$ cat src/rtl/tlb_unit.sv
// tlb_unit: fully associative TLB, 20-bit VPN -> 20-bit PPN, 4 KiB pages.
// Lookup is combinational; fills are synchronous with round-robin (FIFO)
// replacement. A write to a VPN already present updates that entry in place,
// so the table never holds duplicate VPNs.
// Optional build macro: TLB_DIRTY_OUT_EN adds the tlb_dirty output.

// One TLB slot: holds the translation and reports matches against both the
// lookup VPN and the incoming write VPN.
module tlb_entry (
    input  logic        clk,
    input  logic        reset,
    input  logic        alloc,
    input  logic        update,
    input  logic [19:0] wr_vpn,
    input  logic [19:0] wr_ppn,
    input  logic        wr_dirty,
    input  logic [19:0] lk_vpn,
    output logic        lk_match,
    output logic        wr_match,
    output logic [19:0] ppn_q,
    output logic        dirty_q
);
    typedef struct packed {
        logic        valid;
        logic [19:0] vpn;
        logic [19:0] ppn;
        logic        dirty;
    } entry_t;

    entry_t ent;

    // Fill (new VPN) or in-place update (existing VPN); reset wins over both.
    always_ff @(posedge clk or posedge reset) begin
        if (reset) begin
            ent <= '0;
        end else if (alloc) begin
            ent.valid <= 1'b1;
            ent.vpn   <= wr_vpn;
            ent.ppn   <= wr_ppn;
            ent.dirty <= wr_dirty;
        end else if (update) begin
            ent.ppn   <= wr_ppn;
            ent.dirty <= wr_dirty;
        end
    end

    assign lk_match = ent.valid && (ent.vpn == lk_vpn);
    assign wr_match = ent.valid && (ent.vpn == wr_vpn);
    assign ppn_q    = ent.ppn;
    assign dirty_q  = ent.dirty;
endmodule

module tlb_unit #(
    parameter int ENTRIES = 8,
    parameter int PTR_W   = 3
) (
    input  logic        clk,
    input  logic        reset,
    input  logic        we,
    input  logic [19:0] virtual_page_number,
    input  logic [19:0] physical_page_number,
    input  logic        dirty_in,
    input  logic [31:0] virtual_address,
`ifdef TLB_DIRTY_OUT_EN
    output logic        tlb_dirty,
`endif
    output logic        tlb_hit,
    output logic [31:0] physical_address
);
    logic [PTR_W-1:0]              ptr;
    logic [ENTRIES-1:0]            lk_match;
    logic [ENTRIES-1:0]            wr_match;
    logic [ENTRIES-1:0]            upd_sel;
    logic [ENTRIES-1:0]            alloc_sel;
    logic [ENTRIES-1:0][19:0]      ppn_vec;
    logic [ENTRIES-1:0]            dirty_vec;
    logic                          any_wr_match;
    logic                          hit;
    logic [19:0]                   sel_ppn;
    logic                          sel_dirty;

    // Pick the single entry to update in place (lowest index, defensively).
    always_comb begin
        upd_sel      = '0;
        any_wr_match = 1'b0;
        for (int i = 0; i < ENTRIES; i++) begin
            if (wr_match[i] && !any_wr_match) begin
                upd_sel[i]   = we;
                any_wr_match = 1'b1;
            end
        end
    end

    genvar g;
    generate
        for (g = 0; g < ENTRIES; g++) begin : g_ent
            assign alloc_sel[g] = we && !any_wr_match && (ptr == PTR_W'(g));

            tlb_entry u_ent (
                .clk      (clk),
                .reset    (reset),
                .alloc    (alloc_sel[g]),
                .update   (upd_sel[g]),
                .wr_vpn   (virtual_page_number),
                .wr_ppn   (physical_page_number),
                .wr_dirty (dirty_in),
                .lk_vpn   (virtual_address[31:12]),
                .lk_match (lk_match[g]),
                .wr_match (wr_match[g]),
                .ppn_q    (ppn_vec[g]),
                .dirty_q  (dirty_vec[g])
            );
        end
    endgenerate

    // Round-robin pointer advances only when a new VPN is allocated.
    always_ff @(posedge clk or posedge reset) begin
        if (reset) begin
            ptr <= '0;
        end else if (we && !any_wr_match) begin
            if (ptr == PTR_W'(ENTRIES - 1))
                ptr <= '0;
            else
                ptr <= ptr + 1'b1;
        end
    end

    // Lookup mux: scan high-to-low so the lowest matching index wins.
    always_comb begin
        hit       = 1'b0;
        sel_ppn   = '0;
        sel_dirty = 1'b0;
        for (int i = ENTRIES - 1; i >= 0; i--) begin
            if (lk_match[i]) begin
                hit       = 1'b1;
                sel_ppn   = ppn_vec[i];
                sel_dirty = dirty_vec[i];
            end
        end
    end

    assign tlb_hit          = hit;
    assign physical_address = hit ? {sel_ppn, virtual_address[11:0]} : 32'h0;

`ifdef TLB_DIRTY_OUT_EN
    assign tlb_dirty = sel_dirty;
`else
    // Dirty is stored but has no consumer in this build.
    logic unused_dirty;
    assign unused_dirty = sel_dirty;
`endif
endmodule

$ cat config.mk
export PLATFORM = sky130hd
export DESIGN_NAME = tlb_unit
export DESIGN_NICKNAME = d
export VERILOG_FILES = /design/src/rtl/tlb_unit.sv
export SDC_FILE = /design/constraint.sdc
export NUM_CORES = 1
export LEC_CHECK = 0
export CAP_MARGIN = 5
export CORE_MARGIN = 5
export CORE_UTILIZATION = 60
export CTS_CLUSTER_SIZE = 8
export DETAILED_ROUTE_END_ITERATION = 6
export GPL_TIMING_DRIVEN = 0
export PLACE_DENSITY = 0.77
export SETUP_SLACK_MARGIN = 0.05
export SLEW_MARGIN = 20
export SYNTH_ARGS = -nofsm -noshare
export SYNTH_HDL_FRONTEND = slang
export SYNTH_HIERARCHICAL = 1
export SYNTH_SLANG_ARGS = --single-unit
$ cat constraint.sdc
create_clock -name clk -period 3.9 [get_ports clk]
set_input_delay 0.78 -clock clk [delete_from_list [all_inputs] [get_ports clk]]
set_output_delay 0.78 -clock clk [all_outputs]
set_load 0.1 [all_outputs]
# ---- Yosys cells after proc, flatten, opt, wreduce, memory -nomap -nowiden
# Cells that the tools add are included.
# W data, S select, Z words.
dict set report op_classes {
  mux 50
  shift 0
  addsub 1
  magnitude_cmp 0
  reduce_logical 49
  div_mod_pow 0
  n_eq_ne 23
  n_mul 0
  bitwise_logic 0
}
# op n
set op_table {}
lappend op_table {{$mux W21} 16}
lappend op_table {{$eq A20 B20 Y1} 16}
lappend op_table {{$mux W20} 8}
lappend op_table {{$logic_and A1 B1 Y1} 32}
lappend op_table {{$mux W32} 1}
lappend op_table {{$mux W1} 24}
lappend op_table {{$reduce_bool A2 Y1} 8}
lappend op_table {{$eq A3 B3 Y1 const B} 4}
lappend op_table {{$logic_not A1 Y1} 8}
lappend op_table {{$eq A3 B2 Y1 const B} 2}
lappend op_table {{$add A3 B1 Y3 const B} 1}
lappend op_table {{$eq A3 B1 Y1 const B} 1}
lappend op_table {{$logic_not A3 Y1} 1}
lappend op_table {{$mux W3} 1}
dict set report word_totals {
  reg_bits 331
  latchBits 0
  mem_count 0
  rom_bits 0
  input_bits 76
  mem_bits_rw 0
}

# ---- Logic depth before layout (Yosys ltp)
dict set report logic_depth {
  ltp_word 28
  ltp_mapped 11
  ltp_nobuf 10
}

# ---- Hierarchy
# Netlist, hierarchy kept.
# mod cells_per_inst seq_area_each_um2 instances area_each_um2
set by_module_without_submodules {}
lappend by_module_without_submodules {tlb_entry 164 1051.0 8 2144.6}
lappend by_module_without_submodules {tlb_unit 234 75.1 1 1677.9}

# ---- Least setup slack after synthesis
# No wires, ideal clock.
dict set report synth_timing {
  path_kind {input-to-output}
  from {input virtual_address[28]}
  to {output physical_address[25]}
  n_path_buf 2
  arrival_time_ps 4874
  cell_stages 8
  setup_slack_ps -1754
  path_cell_list {xor2_1 -> nor4_1 -> nand4_1 -> nor4_2 -> buf_2 -> buf_1 -> a222oi_1 -> a311oi_1}
}
dict set report synth_via {
  word_cells_on_any_way 33
  classes_between {8 x eq/ne; 17 x mux; 8 x reduce/logical}
}
# item line
set synth_lines {}
lappend synth_lines {{from (decl)} 63} ;# input logic [31:0] virtual_address,
lappend synth_lines {{$eq A20 B20 Y1 *} 47} ;# assign lk_match = ent.valid && (ent.vpn == lk_vpn);
lappend synth_lines {{$logic_and A1 B1 Y1 *} 47}
lappend synth_lines {{via lk_match[2]} 71} ;# logic [ENTRIES-1:0] lk_match;
lappend synth_lines {{$mux W20 or $mux W1 (tied branches) (3 in series)} 134} ;# if (lk_match[i]) begin
lappend synth_lines {{$mux W32 *} 143} ;# assign physical_address = hit ? {sel_ppn, virtual_address[11:0]} : 32'h0;
lappend synth_lines {{to (decl)} 68} ;# output logic [31:0] physical_address
# The timed path passes the listed nets; every way through them passes the cells marked *.

# ---- Final worst setup path
dict set report layout_timing {
  from {register g_ent[5].u_ent/ent[39] in the netlist's numbering}
  to {output physical_address[17]}
}
dict set report layout_via {
  elab_chain_len 9
  word_cells_on_any_way 15
  classes_between {1 x eq/ne; 13 x mux; 1 x reduce/logical}
}
# item line
set layout_rtl {}
lappend layout_rtl {{from (decl)} 30} ;# entry_t ent;
lappend layout_rtl {{$eq A20 B20 Y1 *} 47}
lappend layout_rtl {{$logic_and A1 B1 Y1 *} 47}
lappend layout_rtl {{via lk_match[5]} 71}
lappend layout_rtl {{$mux W20 or $mux W1 (tied branches) (6 in series)} 134}
lappend layout_rtl {{$mux W32 *} 143}
# Marked as above.

==> impl_metrics.sql <==
INSERT INTO impl_metrics (metric_group, metric, value, unit) VALUES
('route', 'drt_pass1_iterations', '7', ''),
('placed_design', 'numPortBuffers', '107', ''),
('route', 'wire_per_inst', '23.33', 'um'),
('route', 'vias_per_cell', '5.835', ''),
('placed_design', 'dpl.hpwl', '34180', 'um'),
('grt', 'initial_antenna_violation_count', '0', ''),
('critical_path', 'path_cells', 'xor2_2 -> nor4_2 -> nand3_1 -> nor4_4 -> buf_6 -> or2_4 -> a221oi_1 -> or4_4 -> a311oi_4 -> buf_12', ''),
('placed_design', 'dp_cells', '2041', ''),
('route', 'drt-total-wl', '49970', 'um'),
('die', 'die_h', '185.8', 'um'),
('timing', 'clock-skew-final', '0.02046', 'ns'),
('cells_and_area', 'fin_cells', '2142', ''),
('route', 'antenna_violating_nets_post_route', '0', ''),
('critical_path', 'critPathKind', 'register to output pin', ''),
('critical_path', 'max_stage_delay', '0.45', 'ns'),
('critical_path', 'cp-end-kind', 'output pin', ''),
('clocking', 'ctsRootBufferMaster', 'clkbuf_16', ''),
('die', 'die_width', '185.8', 'um'),
('synth', 'syn_area', '0.01854', 'mm2'),
('die', 'die_footprint', '0.03452', 'mm2'),
('clocking', 'cts_max_path_buffers', '3', ''),
('grt', 'grt_pass1_wl', '76400', 'um'),
('worst_hold_path', 'min_path_type', 'register to register', ''),
('power_and_ir_drop', 'vdd.ir_drop.worst', '515.1', 'uV'),
('clocking', 'cts_htree_levels', '2', ''),
('grt', 'grt_use_total', '0.2869', ''),
('critical_path', 'worst_ep_arrival_time', '3.41', 'ns'),
('critical_path', 'timing.critical_path.slowest_stage_cell', 'or4_4', ''),
('timing', 'final.period_utilization', '1.073', ''),
('critical_path', 'startpoint_type', 'register', ''),
('critical_path', 'crit_family', 'simple AND/OR/NAND/NOR gates', ''),
('power_and_ir_drop', 'power.density_cell_area', '679.4', 'mW/mm2'),
('route', 'drc', '2', ''),
('critical_path', 'worst-path-max-fanout', '4', ''),
('die', 'floorplan.core_area', '0.03059', 'mm2'),
('grt', 'globalRouteOverflowTotal', '0', ''),
('timing', 'finalHoldViolations', '0', ''),
('cells_and_area', 'stdcell_area', '0.02319', 'mm2'),
('timing', 'grt_setup_unrepaired', 'yes', ''),
('grt', 'grt_max_degree', '31', ''),
('grt', 'gr-max-usage-layer', 'met2', ''),
('timing', 'max_slew.worst_pin.slew', '0.9630', 'ns'),
('route', 'initialDrtViolationCount', '698', ''),
('grt', 'via_count_of_the_first_global_routing_pass', '13530', ''),
('job', 'cap_violations', '0', ''),
('timing', 'highest_clock_frequency_the_design_can_meet', '0.2389', 'GHz'),
('run_status', 'status', 'finished with violations', ''),
('placed_design', 'place_area', '0.02067', 'mm2'),
('synth', 'synth_fp_nets', '1612', ''),
('critical_path', 'cp.required', '3.12', 'ns'),
('cells_and_area', 'n_antenna_cell', '0', ''),
('timing', 'report.final.setup_viol', '28', ''),
('cells_and_area', 'areaGrowthSynthToFinish', '25.04', '%'),
('timing', 'slew_headroom', '0.3580', ''),
('run_status', 'violations_in_the_final_reports', 'design-rule violations, negative setup slack', ''),
('synth', 'synth.yosys.warnings', '6', ''),
('grt', 'groute.layer.met1.usage', '0.3687', ''),
('timing', 'period_needed', '4.186', 'ns'),
('clocking', 'clk-insertion-delay-late', '0.54', 'ns'),
('clocking', 'hold_buffers', '0', ''),
('die', 'rows', '64', ''),
('timing', 'timing.final.ws_setup', '-0.2863', 'ns'),
('synth', 'synthesis.instances', '1530', ''),
('cells_and_area', 'final_nets', '1828', ''),
('clocking', 'clock-sinks', '331', ''),
('critical_path', 'cp_num_buf_inv', '2', ''),
('placed_design', 'detailedPlace.worstSlack', '-2.517', 'ns'),
('timing', 'slew_viol_final', '0', ''),
('clocking', 'cts_inserted_buffers', '47', ''),
('cells_and_area', 'final_layout_size_suffix_gt1_frac', '0.4731', ''),
('route', 'num_vias', '12500', ''),
('clocking', 'cts_tree', 'yes', ''),
('die', 'design.portCount', '109', ''),
('die', 'floorplan.initialDensity', '0.6062', ''),
('grt', 'globalRouteMet2Util', '0.4986', ''),
('placed_design', 'globalplace.congestion', '0.8801', ''),
('synth', 'syn_area_per_cell', '12.12', 'um2'),
('power_and_ir_drop', 'power.leakage', '0.009640', 'uW'),
('grt', 'use_met3', '0.03948', ''),
('clocking', 'clk_pin_slew', '0.05', 'ns');
sequential cells by signal, summed over array words and instances (netlist names):
register,flops
g_ent.u_ent/ppn_q,160
ptr,3
g_ent.u_ent/ent,168
worst register-to-register path, delay by kind of cell (launching register included):
family                    cells  cell delay, ns
muxes                         1            0.38
xor gates and xnor gates      1            0.18
DFF                           1            0.38
buffers and inverters         3            0.64
and+or+nand+nor               8            1.72
cell usage in the layout, fill, tap and decap left out, drive strengths merged:
master,instances
nor4bb,1
dlygate4sd2,1
inv,17
o22ai,23
ha,6
clkinvlp,2
nand4,48
xor2,128
a22oi,3
clkdlybuf4s15,18
and3,3
and3b,1
clkdlybuf4s50,34
o2111ai,6
or4,3
nand3b,7
xnor2,192
o21ai,1
nand2b,20
buf,310
nor4,51
a21oi,12
clkdlybuf4s18,1
clkbuf,68
nor2b,14
a222oi,11
a221oi,3
dfrtp,331
nor2,14
a311oi,20
nor4b,2
nand3,27
nand2,10
o31ai,1
nor3,2
and2,7
mux2,321
a221o,17
or2,9
nor3b,1
final cells by class:
cell class	count	area [um2]
clock buffer	47	1176
sequential	331	8284
clock inverter	2	16.27
multi-input combinational	964	9438
fill	1958	7402
inverter	17	75.07
timing repair buffer	168	2074
tap	396	495.5
buffer	217	1628
per-stage QoR:
| step | power (uW) | hold slack, ns | util | TNS, ns |
|---|---|---|---|---|
| final | 15750 | 0.5021 | 0.7580 | -4.529 |
| after global routing | 16640 | 0.5069 | 0.7580 | -7.114 |
| after CTS | 15720 | 0.5000 | 0.7419 | -3.797 |
| after detailed placement | 12060 | 0.4776 | 0.6758 | -376.09 |
| after global placement | 11740 | 0.4772 | 0.6696 | -368.32 |
| after floorplan | 10880 | 0.4593 | - | -7.028 |
final timing paths:
path	from	endpoint	slack [ns]	cells after the start
worst max-delay path	g_ent[5].u_ent/ent[39]$_DFFE_PP0P_	physical_address[17]	-0.29	10
worst min-delay path	g_ent[7].u_ent/ppn_q[16]$_DFFE_PP0P_	g_ent[7].u_ent/ppn_q[16]$_DFFE_PP0P_	0.50	1
worst max register to register	g_ent[4].u_ent/ent[32]$_DFFE_PP0P_	g_ent[0].u_ent/ppn_q[18]$_DFFE_PP0P_	0.51	13
worst min register to register	g_ent[7].u_ent/ppn_q[16]$_DFFE_PP0P_	g_ent[7].u_ent/ppn_q[16]$_DFFE_PP0P_	0.50	1
max in group asynchronous	reset	g_ent[0].u_ent/ent[38]$_DFFE_PP0P_	2.35	3
min in group asynchronous	reset	ptr[1]$_DFFE_PP0P_	0.81	2
timing repair:
action	4_1_cts	5_1_grt
pin swaps	53	29
gates cloned	2	1
gates resized for setup	526	90
setup endpoints to repair	356	166
setup buffers	34	16
report_power, final:
group,internal [uW],switching [uW]
Sequential,5160,1400
Clock,2100,1370
Combinational,3710,2010
metal layers:
layer	vias up	share of wire
met1	6298	0.40
met3	110	0.057
met4	0	0.038
met5	-	0
met2	401	0.50
li1	5690	-
(Power assumes the default switching activity.)
